File: src/rtl/ring_flit_pkg.sv
// Shared definitions for the reply-flit ring protocol: flit geometry, ctrl tags and
// upload FSM encodings.
package ring_flit_pkg;

    localparam int FLIT_W    = 16;
    localparam int MAX_FLITS = 10;
    localparam int CNT_W     = 4;
    localparam int MSG_W     = FLIT_W * MAX_FLITS;

    typedef enum logic [1:0] {
        CTRL_NONE = 2'b00,
        CTRL_HEAD = 2'b01,
        CTRL_BODY = 2'b10,
        CTRL_TAIL = 2'b11
    } ctrl_e;

    typedef enum logic [1:0] {
        UP_IDLE = 2'b00,
        UP_BUSY = 2'b01
    } up_state_e;

    // Zero or an oversize request both mean "send the whole message".
    function automatic logic [CNT_W-1:0] clamp_len(input logic [CNT_W-1:0] n);
        if (n == '0 || n > CNT_W'(MAX_FLITS)) return CNT_W'(MAX_FLITS);
        return n;
    endfunction

endpackage

File: src/rtl/m_rep_upload_if.sv
// Reply upload bus: message hand-off from the memory controller on one side,
// flit stream into the router's OUT_rep fifo on the other.
interface m_rep_upload_if;
    import ring_flit_pkg::*;

    logic [MSG_W-1:0]  m_flits_rep;
    logic              v_m_flits_rep;
    logic [CNT_W-1:0]  flits_max;
    logic              OUT_rep_rdy;
    logic [1:0]        m_rep_upload_state;
    logic              m_rep_upload_rdy;
    logic [FLIT_W-1:0] m_rep_flit;
    logic              v_m_rep_flit;
    logic [1:0]        m_rep_ctrl;

    modport slave (
        input  m_flits_rep, v_m_flits_rep, flits_max, OUT_rep_rdy,
        output m_rep_upload_state, m_rep_upload_rdy, m_rep_flit, v_m_rep_flit, m_rep_ctrl
    );

    modport master (
        output m_flits_rep, v_m_flits_rep, flits_max, OUT_rep_rdy,
        input  m_rep_upload_state, m_rep_upload_rdy, m_rep_flit, v_m_rep_flit, m_rep_ctrl
    );

endinterface

File: src/rtl/rep_flit_sel.sv
// Combinational MAX_FLITS:1 mux picking the flit addressed by the counter out of the
// message buffer.
module rep_flit_sel
    import ring_flit_pkg::*;
(
    input  logic [MSG_W-1:0]  buf_i,
    input  logic [CNT_W-1:0]  sel_i,
    output logic [FLIT_W-1:0] flit_o
);

    // NOTE: give every combinational output a default before any branch so no latch is inferred.
    always_comb begin
        flit_o = '0;
        for (int i = 0; i < MAX_FLITS; i++) begin
            if (sel_i == CNT_W'(i)) flit_o = buf_i[i*FLIT_W +: FLIT_W];
        end
    end

endmodule

File: src/rtl/m_rep_upload.sv
// Reply upload: latches a whole reply message in one beat and serialises it into
// head/body/tail-tagged flits towards the OUT_rep fifo.
module m_rep_upload
    import ring_flit_pkg::*;
(
    input  logic           clk,
    input  logic           rst,
    m_rep_upload_if.slave  up_if
);

    up_state_e         state_q, state_d;
    logic [CNT_W-1:0]  cnt_q, cnt_d;
    logic [CNT_W-1:0]  len_q, len_d;
    logic [MSG_W-1:0]  buf_q, buf_d;
    logic [FLIT_W-1:0] sel_flit;
    logic              is_tail;

    assign is_tail = (cnt_q == len_q - CNT_W'(1));

    rep_flit_sel u_flit_sel (
        .buf_i  (buf_q),
        .sel_i  (cnt_q),
        .flit_o (sel_flit)
    );

    // NOTE: sequential state is updated with <= only, so every register samples pre-edge values.
    always_ff @(posedge clk or posedge rst) begin
        if (rst) state_q <= UP_IDLE;
        else     state_q <= state_d;
    end

    // NOTE: the message buffer is a plain register bank, so it is reset and cleared after the tail.
    always_ff @(posedge clk or posedge rst) begin
        if (rst) begin
            cnt_q <= '0;
            len_q <= '0;
            buf_q <= '0;
        end else begin
            cnt_q <= cnt_d;
            len_q <= len_d;
            buf_q <= buf_d;
        end
    end

    always_comb begin
        state_d = state_q;
        cnt_d   = cnt_q;
        len_d   = len_q;
        buf_d   = buf_q;
        unique case (state_q)
            UP_IDLE: begin
                if (up_if.v_m_flits_rep) begin
                    buf_d   = up_if.m_flits_rep;
                    len_d   = clamp_len(up_if.flits_max);
                    cnt_d   = '0;
                    state_d = UP_BUSY;
                end
            end
            UP_BUSY: begin
                // A strobe arriving here, including the tail cycle, is dropped.
                if (up_if.OUT_rep_rdy) begin
                    if (is_tail) begin
                        state_d = UP_IDLE;
                        cnt_d   = '0;
                        buf_d   = '0;
                    end else begin
                        cnt_d = cnt_q + CNT_W'(1);
                    end
                end
            end
            default: state_d = UP_IDLE;
        endcase
    end

    always_comb begin
        up_if.m_rep_upload_state = state_q;
        up_if.m_rep_upload_rdy   = (state_q == UP_IDLE);
        up_if.m_rep_flit         = '0;
        up_if.v_m_rep_flit       = 1'b0;
        up_if.m_rep_ctrl         = CTRL_NONE;
        if (state_q == UP_BUSY) begin
            up_if.m_rep_flit   = sel_flit;
            up_if.v_m_rep_flit = up_if.OUT_rep_rdy;
            if (is_tail)             up_if.m_rep_ctrl = CTRL_TAIL;
            else if (cnt_q == '0)    up_if.m_rep_ctrl = CTRL_HEAD;
            else                     up_if.m_rep_ctrl = CTRL_BODY;
        end
    end

endmodule
File: src/flat_wrapper.sv
// flat-port wrapper written by rule: the top's interface ports become plain ports
module m_rep_upload_flat import ring_flit_pkg::*;
  (clk, rst, up_if_m_flits_rep, up_if_v_m_flits_rep, up_if_flits_max, up_if_OUT_rep_rdy, up_if_m_rep_upload_state, up_if_m_rep_upload_rdy, up_if_m_rep_flit, up_if_v_m_rep_flit, up_if_m_rep_ctrl);
  m_rep_upload_if up_if_i ();
  input  logic clk;
  input  logic rst;
  input wire logic [$bits(up_if_i.m_flits_rep)-1:0] up_if_m_flits_rep;
  input wire logic [$bits(up_if_i.v_m_flits_rep)-1:0] up_if_v_m_flits_rep;
  input wire logic [$bits(up_if_i.flits_max)-1:0] up_if_flits_max;
  input wire logic [$bits(up_if_i.OUT_rep_rdy)-1:0] up_if_OUT_rep_rdy;
  output wire logic [$bits(up_if_i.m_rep_upload_state)-1:0] up_if_m_rep_upload_state;
  output wire logic [$bits(up_if_i.m_rep_upload_rdy)-1:0] up_if_m_rep_upload_rdy;
  output wire logic [$bits(up_if_i.m_rep_flit)-1:0] up_if_m_rep_flit;
  output wire logic [$bits(up_if_i.v_m_rep_flit)-1:0] up_if_v_m_rep_flit;
  output wire logic [$bits(up_if_i.m_rep_ctrl)-1:0] up_if_m_rep_ctrl;
  assign up_if_i.m_flits_rep = up_if_m_flits_rep;
  assign up_if_i.v_m_flits_rep = up_if_v_m_flits_rep;
  assign up_if_i.flits_max = up_if_flits_max;
  assign up_if_i.OUT_rep_rdy = up_if_OUT_rep_rdy;
  assign up_if_m_rep_upload_state = up_if_i.m_rep_upload_state;
  assign up_if_m_rep_upload_rdy = up_if_i.m_rep_upload_rdy;
  assign up_if_m_rep_flit = up_if_i.m_rep_flit;
  assign up_if_v_m_rep_flit = up_if_i.v_m_rep_flit;
  assign up_if_m_rep_ctrl = up_if_i.m_rep_ctrl;
  m_rep_upload u_core (.clk(clk), .rst(rst), .up_if(up_if_i));
endmodule
File: config.mk
export PLATFORM = sky130hd
export DESIGN_NAME = m_rep_upload_flat
export DESIGN_NICKNAME = d
export VERILOG_FILES = /design/src/rtl/ring_flit_pkg.sv /design/src/rtl/m_rep_upload_if.sv /design/src/rtl/rep_flit_sel.sv /design/src/rtl/m_rep_upload.sv /design/src/flat_wrapper.sv
export SDC_FILE = /design/constraint.sdc
export NUM_CORES = 1
export LEC_CHECK = 0
export ABC_AREA = 1
export BUFFER_PORTS_ARGS = -buffer_cell sky130_fd_sc_hd__buf_4
export CORE_MARGIN = 4
export CORE_UTILIZATION = 50
export CTS_BUF_LIST = sky130_fd_sc_hd__clkbuf_16
export CTS_CLUSTER_SIZE = 25
export DETAILED_ROUTE_END_ITERATION = 10
export GPL_TIMING_DRIVEN = 1
export PLACE_DENSITY = 0.85
export SYNTH_ARGS = -nofsm -noshare
export SYNTH_HDL_FRONTEND = slang
export SYNTH_HIERARCHICAL = 1
export SYNTH_SLANG_ARGS = --single-unit
File: constraint.sdc
create_clock -name clk -period 10.7 [get_ports clk]
set_input_delay 3.21 -clock clk [delete_from_list [all_inputs] [get_ports clk]]
set_output_delay 3.21 -clock clk [all_outputs]
set_load 0.05 [all_outputs]
== Word-level counts from Yosys, hierarchy flattened ==
Index checks and enable logic that the tools add are counted.

* Word-level logic and storage cells: 62
* Register bits: 170
* Output and inout bits: 22
* Bits of input ports: 168

* Equal/unequal tests: 14
* Reductions and logical operators: 9
* Magnitude comparators: 1
* Add/subtract/negate cells: 2
* Muxes and demuxes: 32

{| class="wikitable"
|+ Operators with widths
! kind !! number
|-
| $mux W160 || 3
|-
| $pmux W160 S2 || 1
|-
| $mux W16 || 11
|-
| $mux W4 || 5
|-
| $eq A4 B3 Y1 const B || 4
|-
| $mux W2 || 6
|-
| $eq A4 B2 Y1 const B || 2
|-
| $eq A4 B4 Y1 const B || 2
|-
| $logic_not A4 Y1 || 2
|-
| $pmux W4 S2 || 1
|-
| $reduce_and A3 Y1 || 2
|-
| $add A4 B1 Y4 const B || 1
|-
| $eq A4 B1 Y1 const B || 1
|-
| $eq A4 B4 Y1 || 1
|-
| $gt A4 B4 Y1 const B || 1
|-
| $mux W1 || 4
|-
| $ne A2 B2 Y1 const B || 2
|-
| $pmux W2 S2 || 1
|-
| $reduce_and A4 Y1 || 1
|-
| $sub A4 B1 Y4 const B || 1
|-
| $eq A2 B1 Y1 const B || 1
|-
| $logic_not A2 Y1 || 1
|-
| $ne A2 B1 Y1 const B || 1
|-
| $reduce_and A2 Y1 || 1
|-
| 2 further kinds || 2
|}

== Depth between registers and ports, before layout ==
Gate-level depths: netlist (run 1).

* Depth in word-level cells: 12
* Mapped depth: 13
* Mapped depth without buffers: 11

== Hierarchy ==
The synthesis (run 1) kept the hierarchy.

{| class="wikitable"
|+ Modules (own cells, without submodules)
! module !! sequential area each (um2) !! area an instance (um2) !! cells each !! times used
|-
| m_rep_upload || 4,229.1 || 7,105.6 || 812 || 1
|-
| rep_flit_sel || 0.0 || 1,376.3 || 305 || 1
|}

== Worst setup path before layout (run 1) ==
No wires, ideal clock.

* Path type: input -> output
* Start point: input port up_if_OUT_rep_rdy
* End point: output port up_if_v_m_rep_flit
* Arrival: 3.518 ns
* Setup slack: 3.972 ns
* Required time: 7.490 ns
* Stages on the path: 2
* Path buffers: 0
* Cells stage by stage: nand2_1 -> inv_2

* Word-level cells in the longest chain between the ends: 1

{| class="wikitable"
|+ RTL lines
! element !! line !! text
|-
| start: declaration || flat_wrapper.sv:10 || <nowiki>input wire logic [$bits(up_if_i.OUT_rep_rdy)-1:0] up_if_OUT_rep_rdy;</nowiki>
|-
| $mux W1 || m_rep_upload.sv:81 || <nowiki>if (state_q == UP_BUSY) begin</nowiki>
|-
| end: declaration || flat_wrapper.sv:14 || <nowiki>output wire logic [$bits(up_if_i.v_m_rep_flit)-1:0] up_if_v_m_rep_flit;</nowiki>
|}

No other way between the ends.

== Worst setup path after layout (run 1) ==
Ends and elaborated chain as after synthesis.

==> results.sh, run 1 <==
export IMPL_swShare=0.443
export IMPL_dp_cells=1460
export IMPL_fin_crit_sh=0.651
export IMPL_path_max_fanout=6
export IMPL_pin_count=190
export IMPL_netlist_top_cells_area="dfrtp_1 50%, nand2_1 21%, nand3_1 12%"
export IMPL_viasPerCell=5.38
export IMPL_final_cell_mix="464 x nand2_1, 197 x nand3_1, 192 x buf_4"
export IMPL_row_count=47
export IMPL_worstMarginPinSlew_ns=1.39
export IMPL_setup_viol=0
export IMPL_worstSetupStartpoint="up_if_OUT_rep_rdy"
export IMPL_drv_cap=0
export IMPL_h_tree_depth=4
export IMPL_hpwlAfterDp_um=17100
export IMPL_critical_path_class="input port to output port"
export IMPL_grt_max_degree=117
export IMPL_overflow=0
export IMPL_synth_top_area_frac=0.499
export IMPL_die_area_um2=19100
export IMPL_ir_drop_v=0.000152
export IMPL_power_leakage_nw=5.68
export IMPL_grt_usage=0.254
export IMPL_end_kind="output port"
export IMPL_insertedDiodeCount=0
export IMPL_worstSetupStartpointType="input port"
export IMPL_synth_seq_area_share=0.499
export IMPL_ys_ff_latch=169
export IMPL_drt_iter0_drc=920
export IMPL_min_from="u_core/buf_q[141]"
export IMPL_hold_violations=0
export IMPL_path_clk_slew_ns=0.06
export IMPL_rsz0062_at_grt="false"
export IMPL_vias=8021
export IMPL_drc=0
export IMPL_ant_nets=0
export IMPL_fp_dieW_um=138
export IMPL_cts_buffers=17
export IMPL_finalNetCount=1430
export IMPL_drive_gt1_frac=0.196
export IMPL_power_density_nw_per_um2=297
export IMPL_fin_cells=1491
export IMPL_mostFrequentLayoutCell="nand2_1"
export IMPL_status="finished, final reports clean"
export IMPL_post_cts_buffers=0
export IMPL_ys_types=30
export IMPL_root_buffer="clkbuf_16"
export IMPL_postSynthCellCount=1117
export IMPL_start_util=0.511
export IMPL_fmax_mhz=144
export IMPL_wl_per_cell_um=16.4
export IMPL_core_area_um2=16600
export IMPL_slew_limit_headroom=0.0730
export IMPL_syn_nets=1288
export IMPL_slew_violations=0
export IMPL_arrival_ns=3.76
export IMPL_die_h_um=138
export IMPL_ctsHoldBuffers=0
export IMPL_cts_tree="done"
export IMPL_hold_class="register to register"
export IMPL_pwr_share_clk=0.188
export IMPL_yosysTopAreaCell="dfrtp_1"
export IMPL_routed_wl_um=24500
export IMPL_intPower_mw=1.71
export IMPL_drt_first_pass_iters=6
export IMPL_antenna_found_initial=0
export IMPL_switchingPower_mw=1.36
export IMPL_syn_mean_instance_area_um2=7.59
export IMPL_worstPathRequired_ns=7.49
export IMPL_finalCriticalPeriod_ns=6.97
export IMPL_cts_resized=0
export IMPL_cts_sinks=169
export IMPL_clk_latency_ns=0.42
export IMPL_synthToLayoutAreaGrowth_pct=21.9
export IMPL_io_buffer_count=188
export IMPL_setup_tns_ns=0
export IMPL_finClkSkew_ns=0.00641
export IMPL_grt_pass1_wl_um=39200
export IMPL_share_comb_of_total_power=0.434
export IMPL_clockBufferDepth=2
export IMPL_ys_warn_count=6
export IMPL_grt_pass1_vias=7615
export IMPL_power_frac_seq=0.378
export IMPL_synth_area_um2=8480
export IMPL_gp_congestion=0.869
export IMPL_worstReg2RegStart="u_core/up_if.m_rep_upload_state[0]"
[cell usage after synthesis (all sizes together)]
library cell	instances
xor2	3
nor3	4
nand3	207
and2	1
nand2	467
dfrtp	169
o21ai	10
buf	53
a22oi	1
inv	73
clkbuf	16
nor2	73
nand4	32
a21oi	2
conb	1
a31oi	1
ha	3
o31ai	1
[worst max-delay path: stages]
cell and delay (ns):
buf_4 0.08, nand2_1 0.07, inv_2 0.18, buf_4 0.22
[stage by stage]
| stage | utilization | power, mW | setup WS (ns) | hold slack [ns] | area [um2] |
|---|---|---|---|---|---|
| floorplan | - | 2.10 | 2.91 | 0.461 | 8480 |
| global placement | 0.591 | 2.44 | 3.75 | 0.479 | 9800 |
| detailed placement | 0.591 | 2.49 | 3.74 | 0.487 | 9800 |
| CTS | 0.624 | 3.07 | 3.74 | 0.500 | 10300 |
| global route | 0.624 | 3.27 | 3.69 | 0.512 | 10300 |
| finish | 0.624 | 3.07 | 3.73 | 0.497 | 10300 |
[power by group through the flow]
stage / Combinational [mW] / Clock [mW] / Sequential [mW]
5_1_grt: 1.47 / 0.606 / 1.19
2_1_floorplan: 0.999 / 0 / 1.10
3_3_place_gp: 1.29 / 0 / 1.15
4_1_cts: 1.33 / 0.580 / 1.16
3_5_place_dp: 1.32 / 0 / 1.16
6_report: 1.33 / 0.577 / 1.16
[sequential cells by signal, indices dropped and copies added (netlist names)]
signal	cells
u_core/len_q	4
u_core/buf_q	160
u_core/cnt_q	4
u_core/up_if.m_rep_upload_state	1
[kinds of logic after synthesis]
logic type | after synthesis | synth area share
AND/OR/NAND/NOR | 784 | 0.402
buffers and inverters | 142 | 0.0813
AO/OA/AOI/OAI | 15 | 0.0100
adder cells (fa/ha/maj) | 3 | 0.00443
XOR/XNOR | 3 | 0.00310
other | 1 | 0.000442
flip-flops | 169 | 0.499
[per-layer routing]
metal  share of wire  up-vias  GRT usage
met5               0        -          0
met4           0.027        0     0.0848
met1            0.41     3789      0.351
met3           0.082       48     0.0515
li1                -     3821          -
met2            0.48      363      0.406
[path summary, 6_finish.rpt]
path                                           end  slack [ns]  cells after the start
worst max-delay path            up_if_v_m_rep_flit        3.73                      4
min in group asynchronous         u_core/buf_q[67]        2.92                      2
worst min-delay path             u_core/buf_q[141]        0.50                      2
max in group asynchronous        u_core/buf_q[152]        6.18                      3
worst max register to register    u_core/buf_q[38]        7.32                      6
worst min register to register   u_core/buf_q[141]        0.50                      2
[layout make-up]
type	count	area [um2]
sequential	169	4230
clock buffer	17	425
clock inverter	14	119
fill	1506	6240
timing repair buffer	192	1440
tap	220	275
multi-input combinational	806	3570
inverter	73	282
No activity file was read; power rests on OpenSTA's default activity.
==> run 2: changes to the inputs <==
--- a/config.mk
+++ b/config.mk
@@ -5,7 +5,7 @@
 export SDC_FILE = /design/constraint.sdc
 export NUM_CORES = 1
 export LEC_CHECK = 0
-export ABC_AREA = 1
+export ABC_AREA = 0
 export BUFFER_PORTS_ARGS = -buffer_cell sky130_fd_sc_hd__buf_4
 export CORE_MARGIN = 4
 export CORE_UTILIZATION = 50
@@ -13,7 +13,7 @@
 export CTS_CLUSTER_SIZE = 25
 export DETAILED_ROUTE_END_ITERATION = 10
 export GPL_TIMING_DRIVEN = 1
-export PLACE_DENSITY = 0.85
+export PLACE_DENSITY = 0.84
 export SYNTH_ARGS = -nofsm -noshare
 export SYNTH_HDL_FRONTEND = slang
 export SYNTH_HIERARCHICAL = 1
==> constraint.sdc (replaced) <==
create_clock -name clk -period 6.6 [get_ports clk]
set_input_delay 1.98 -clock clk [delete_from_list [all_inputs] [get_ports clk]]
set_output_delay 1.98 -clock clk [all_outputs]
set_load 0.05 [all_outputs]
==> results.sh, run 2 <==
export IMPL_rsz0062_at_grt="false"
export IMPL_fp_dieW_um=139
export IMPL_min_from="u_core/buf_q[2]"
export IMPL_slew_violations=0
export IMPL_cts_buffers=17
export IMPL_postSynthCellCount=1023
export IMPL_hpwlAfterDp_um=18400
export IMPL_path_max_fanout=26
export IMPL_grt_pass1_vias=7663
export IMPL_ant_nets=0
export IMPL_end_kind="output port"
export IMPL_multiInputGateArea_um2=4020
export IMPL_synthToLayoutAreaGrowth_pct=23.5
export IMPL_synth_seq_area_share=0.490
export IMPL_finalCriticalPeriod_ns=5.65
export IMPL_h_tree_depth=4
export IMPL_yosysTopAreaCell="dfrtp_1"
export IMPL_hold_violations=0
export IMPL_grt_pass1_wl_um=40900
export IMPL_drc=0
export IMPL_insertedDiodeCount=0
export IMPL_largest_reg_flops=160
export IMPL_synth_edf_count=0
export IMPL_pin_count=190
export IMPL_root_buffer="clkbuf_16"
export IMPL_ys_warn_count=6
export IMPL_holdPathStages=2
export IMPL_ys_ff_latch=169
export IMPL_worstMarginPinSlew_ns=1.13
export IMPL_overflow=0
export IMPL_cts_resized=0
export IMPL_n_fill_cell=1392
export IMPL_wl_per_cell_um=18.8
export IMPL_whs_ns=0.519
export IMPL_reg2reg_to="u_core/buf_q[107]"
export IMPL_vias=7961
export IMPL_critical_path_class="register to output port"
export IMPL_grt_max_degree=163
export IMPL_fin_util=0.636
export IMPL_ys_types=50
export IMPL_hold_class="register to register"
export IMPL_row_count=47
export IMPL_fmax_mhz=177
export IMPL_antenna_found_initial=0
export IMPL_dpl_cell_area_um2=10100
export IMPL_post_cts_buffers=0
export IMPL_final_cell_mix="354 x nand2_1, 198 x buf_4, 188 x a21oi_1"
export IMPL_drive_gt1_frac=0.214
export IMPL_cts_sinks=169
export IMPL_power_leakage_nw=4.90
export IMPL_worst_r2r_cell_count=5
export IMPL_gp_congestion=0.945
export IMPL_path_clk_slew_ns=0.06
export IMPL_async_reset_ff_frac=1.00
export IMPL_start_util=0.515
export IMPL_reg2reg_slack_ns=3.51
export IMPL_syn_nets=1194
export IMPL_routed_wl_um=26100
export IMPL_post_route_cell_area_um2=10700
export IMPL_worstSetupStartpointType="register"
export IMPL_drt_iter0_drc=896
export IMPL_drt_first_pass_iters=8
export IMPL_finalNetCount=1331
export IMPL_grt_usage=0.266
export IMPL_io_buffer_count=188
export IMPL_arrival_ns=3.67
export IMPL_clockBufferDepth=2
export IMPL_core_area_um2=16800
export IMPL_die_h_um=139
export IMPL_worstReg2RegStart="u_core/up_if.m_rep_upload_state[0]"
export IMPL_setup_tns_ns=0
export IMPL_worstPathRequired_ns=4.62
export IMPL_cts_tree="done"
export IMPL_finClkSkew_ns=0.00951
export IMPL_synthFlopType="dfrtp_1"
export IMPL_fin_crit_sh=0.856
export IMPL_top_regs="u_core/buf_q x160, u_core/cnt_q x4, u_core/len_q x4"
export IMPL_synth_top_area_frac=0.490
export IMPL_die_area_um2=19400
export IMPL_hold_end="u_core/buf_q[2]"
export IMPL_syn_mean_instance_area_um2=8.44
export IMPL_slew_limit_headroom=0.244
export IMPL_viasPerCell=5.72
export IMPL_synth_area_um2=8630
export IMPL_regMostFlops="u_core/buf_q"
export IMPL_ctsHoldBuffers=0
export IMPL_netlist_top_cells_area="dfrtp_1 49%, nand2_1 15%, a21oi_1 11%"
export IMPL_power_density_nw_per_um2=456
export IMPL_setup_viol=0
export IMPL_drv_cap=0
export IMPL_clk_latency_ns=0.44
export IMPL_mostFrequentLayoutCell="nand2_1"
export IMPL_status="finished, final reports clean"
export IMPL_ir_drop_v=0.000331
export IMPL_synth_common_cells="355 x nand2_1, 188 x a21oi_1, 169 x dfrtp_1, 48 x clkbuf_1, 39 x mux2i_1"
export IMPL_yosysMostFrequentCell="nand2_1"
export IMPL_register_area_um2=4230
## run 2: cell types whose count changed in the layout (fill, tap and decap cells not counted), sizes merged, moves of 10 or more
cell,previous run,this run
and2,1,16
nand3,207,4
a21oi,2,188
mux2i,0,39
nand2,467,355
a41oi,0,10
o22ai,0,14
nor2,73,14
a31o,0,10
o31ai,1,12
nand4,32,0
inv,77,12
o21ai,10,20
## run 2: per-stage QoR
step | cells | total power [mW] | worst slack, ns
2_1_floorplan | 1023 | 3.19 | 0.0449
3_3_place_gp | 1361 | 3.75 | 1.66
3_5_place_dp | 1361 | 3.82 | 1.57
4_1_cts | 1391 | 4.84 | 1.00
5_1_grt | 1391 | 5.12 | 0.692
6_report | 1391 | 4.87 | 0.950
## run 2: cell families (layout without fill, tap and decap cells)
kind of cell / Yosys count / in the layout / share of synthesized area
and+or+nand+nor: 427 / 427 / 0.206
other: 1 / 1 / 0.000434
muxes: 39 / 39 / 0.0452
AOI/OAI and AO/OA: 285 / 285 / 0.199
buffers and inverters: 91 / 239 / 0.0465
DFF: 169 / 169 / 0.490
adders and majority gates: 3 / 3 / 0.00435
xor gates and xnor gates: 8 / 8 / 0.00812
## run 2: how the worst max path moves through the flow
stage	slack [ns]	from	to
global placement	1.66	u_core/cnt_q[2]	up_if_m_rep_flit[12]
global route	0.69	u_core/cnt_q[2]	up_if_m_rep_flit[8]
detailed placement	1.57	u_core/cnt_q[2]	up_if_m_rep_flit[3]
CTS	1.00	u_core/cnt_q[2]	up_if_m_rep_flit[8]
finish	0.95	u_core/cnt_q[2]	up_if_m_rep_flit[8]
floorplan	0.04	rst	u_core/buf_q[0]
## run 2: metal layers
layer | wire, um | track usage
met1 | 10600 | 0.361
met2 | 12300 | 0.416
met3 | 2260 | 0.0566
met4 | 933 | 0.111
met5 | 0 | 0
## run 2: report_power, final
| part | internal (mW) | switching [mW] | leakage [nW] | total, mW |
|---|---|---|---|---|
| Sequential | 1.39 | 0.287 | 2.20 | 1.68 |
| Combinational | 0.814 | 1.36 | 2.40 | 2.17 |
| Clock | 0.619 | 0.399 | 0.296 | 1.02 |
## run 2: final cells by class
cell class                      count  area share
Tap cell                          220      0.0258
Sequential cell                   169       0.397
Timing Repair Buffer              199       0.141
Clock buffer                       17      0.0399
Multi-Input combinational cell    763       0.377
Inverter                           10     0.00399
Clock inverter                     13      0.0153
## run 2: worst max-delay path, stage by stage (launching register included)
cell	delay, ns
dfrtp_1	0.85
or3b_1	0.62
o31a_1	0.90
nand2_1	0.14
o31ai_1	0.32
and2_1	0.18
buf_4	0.20
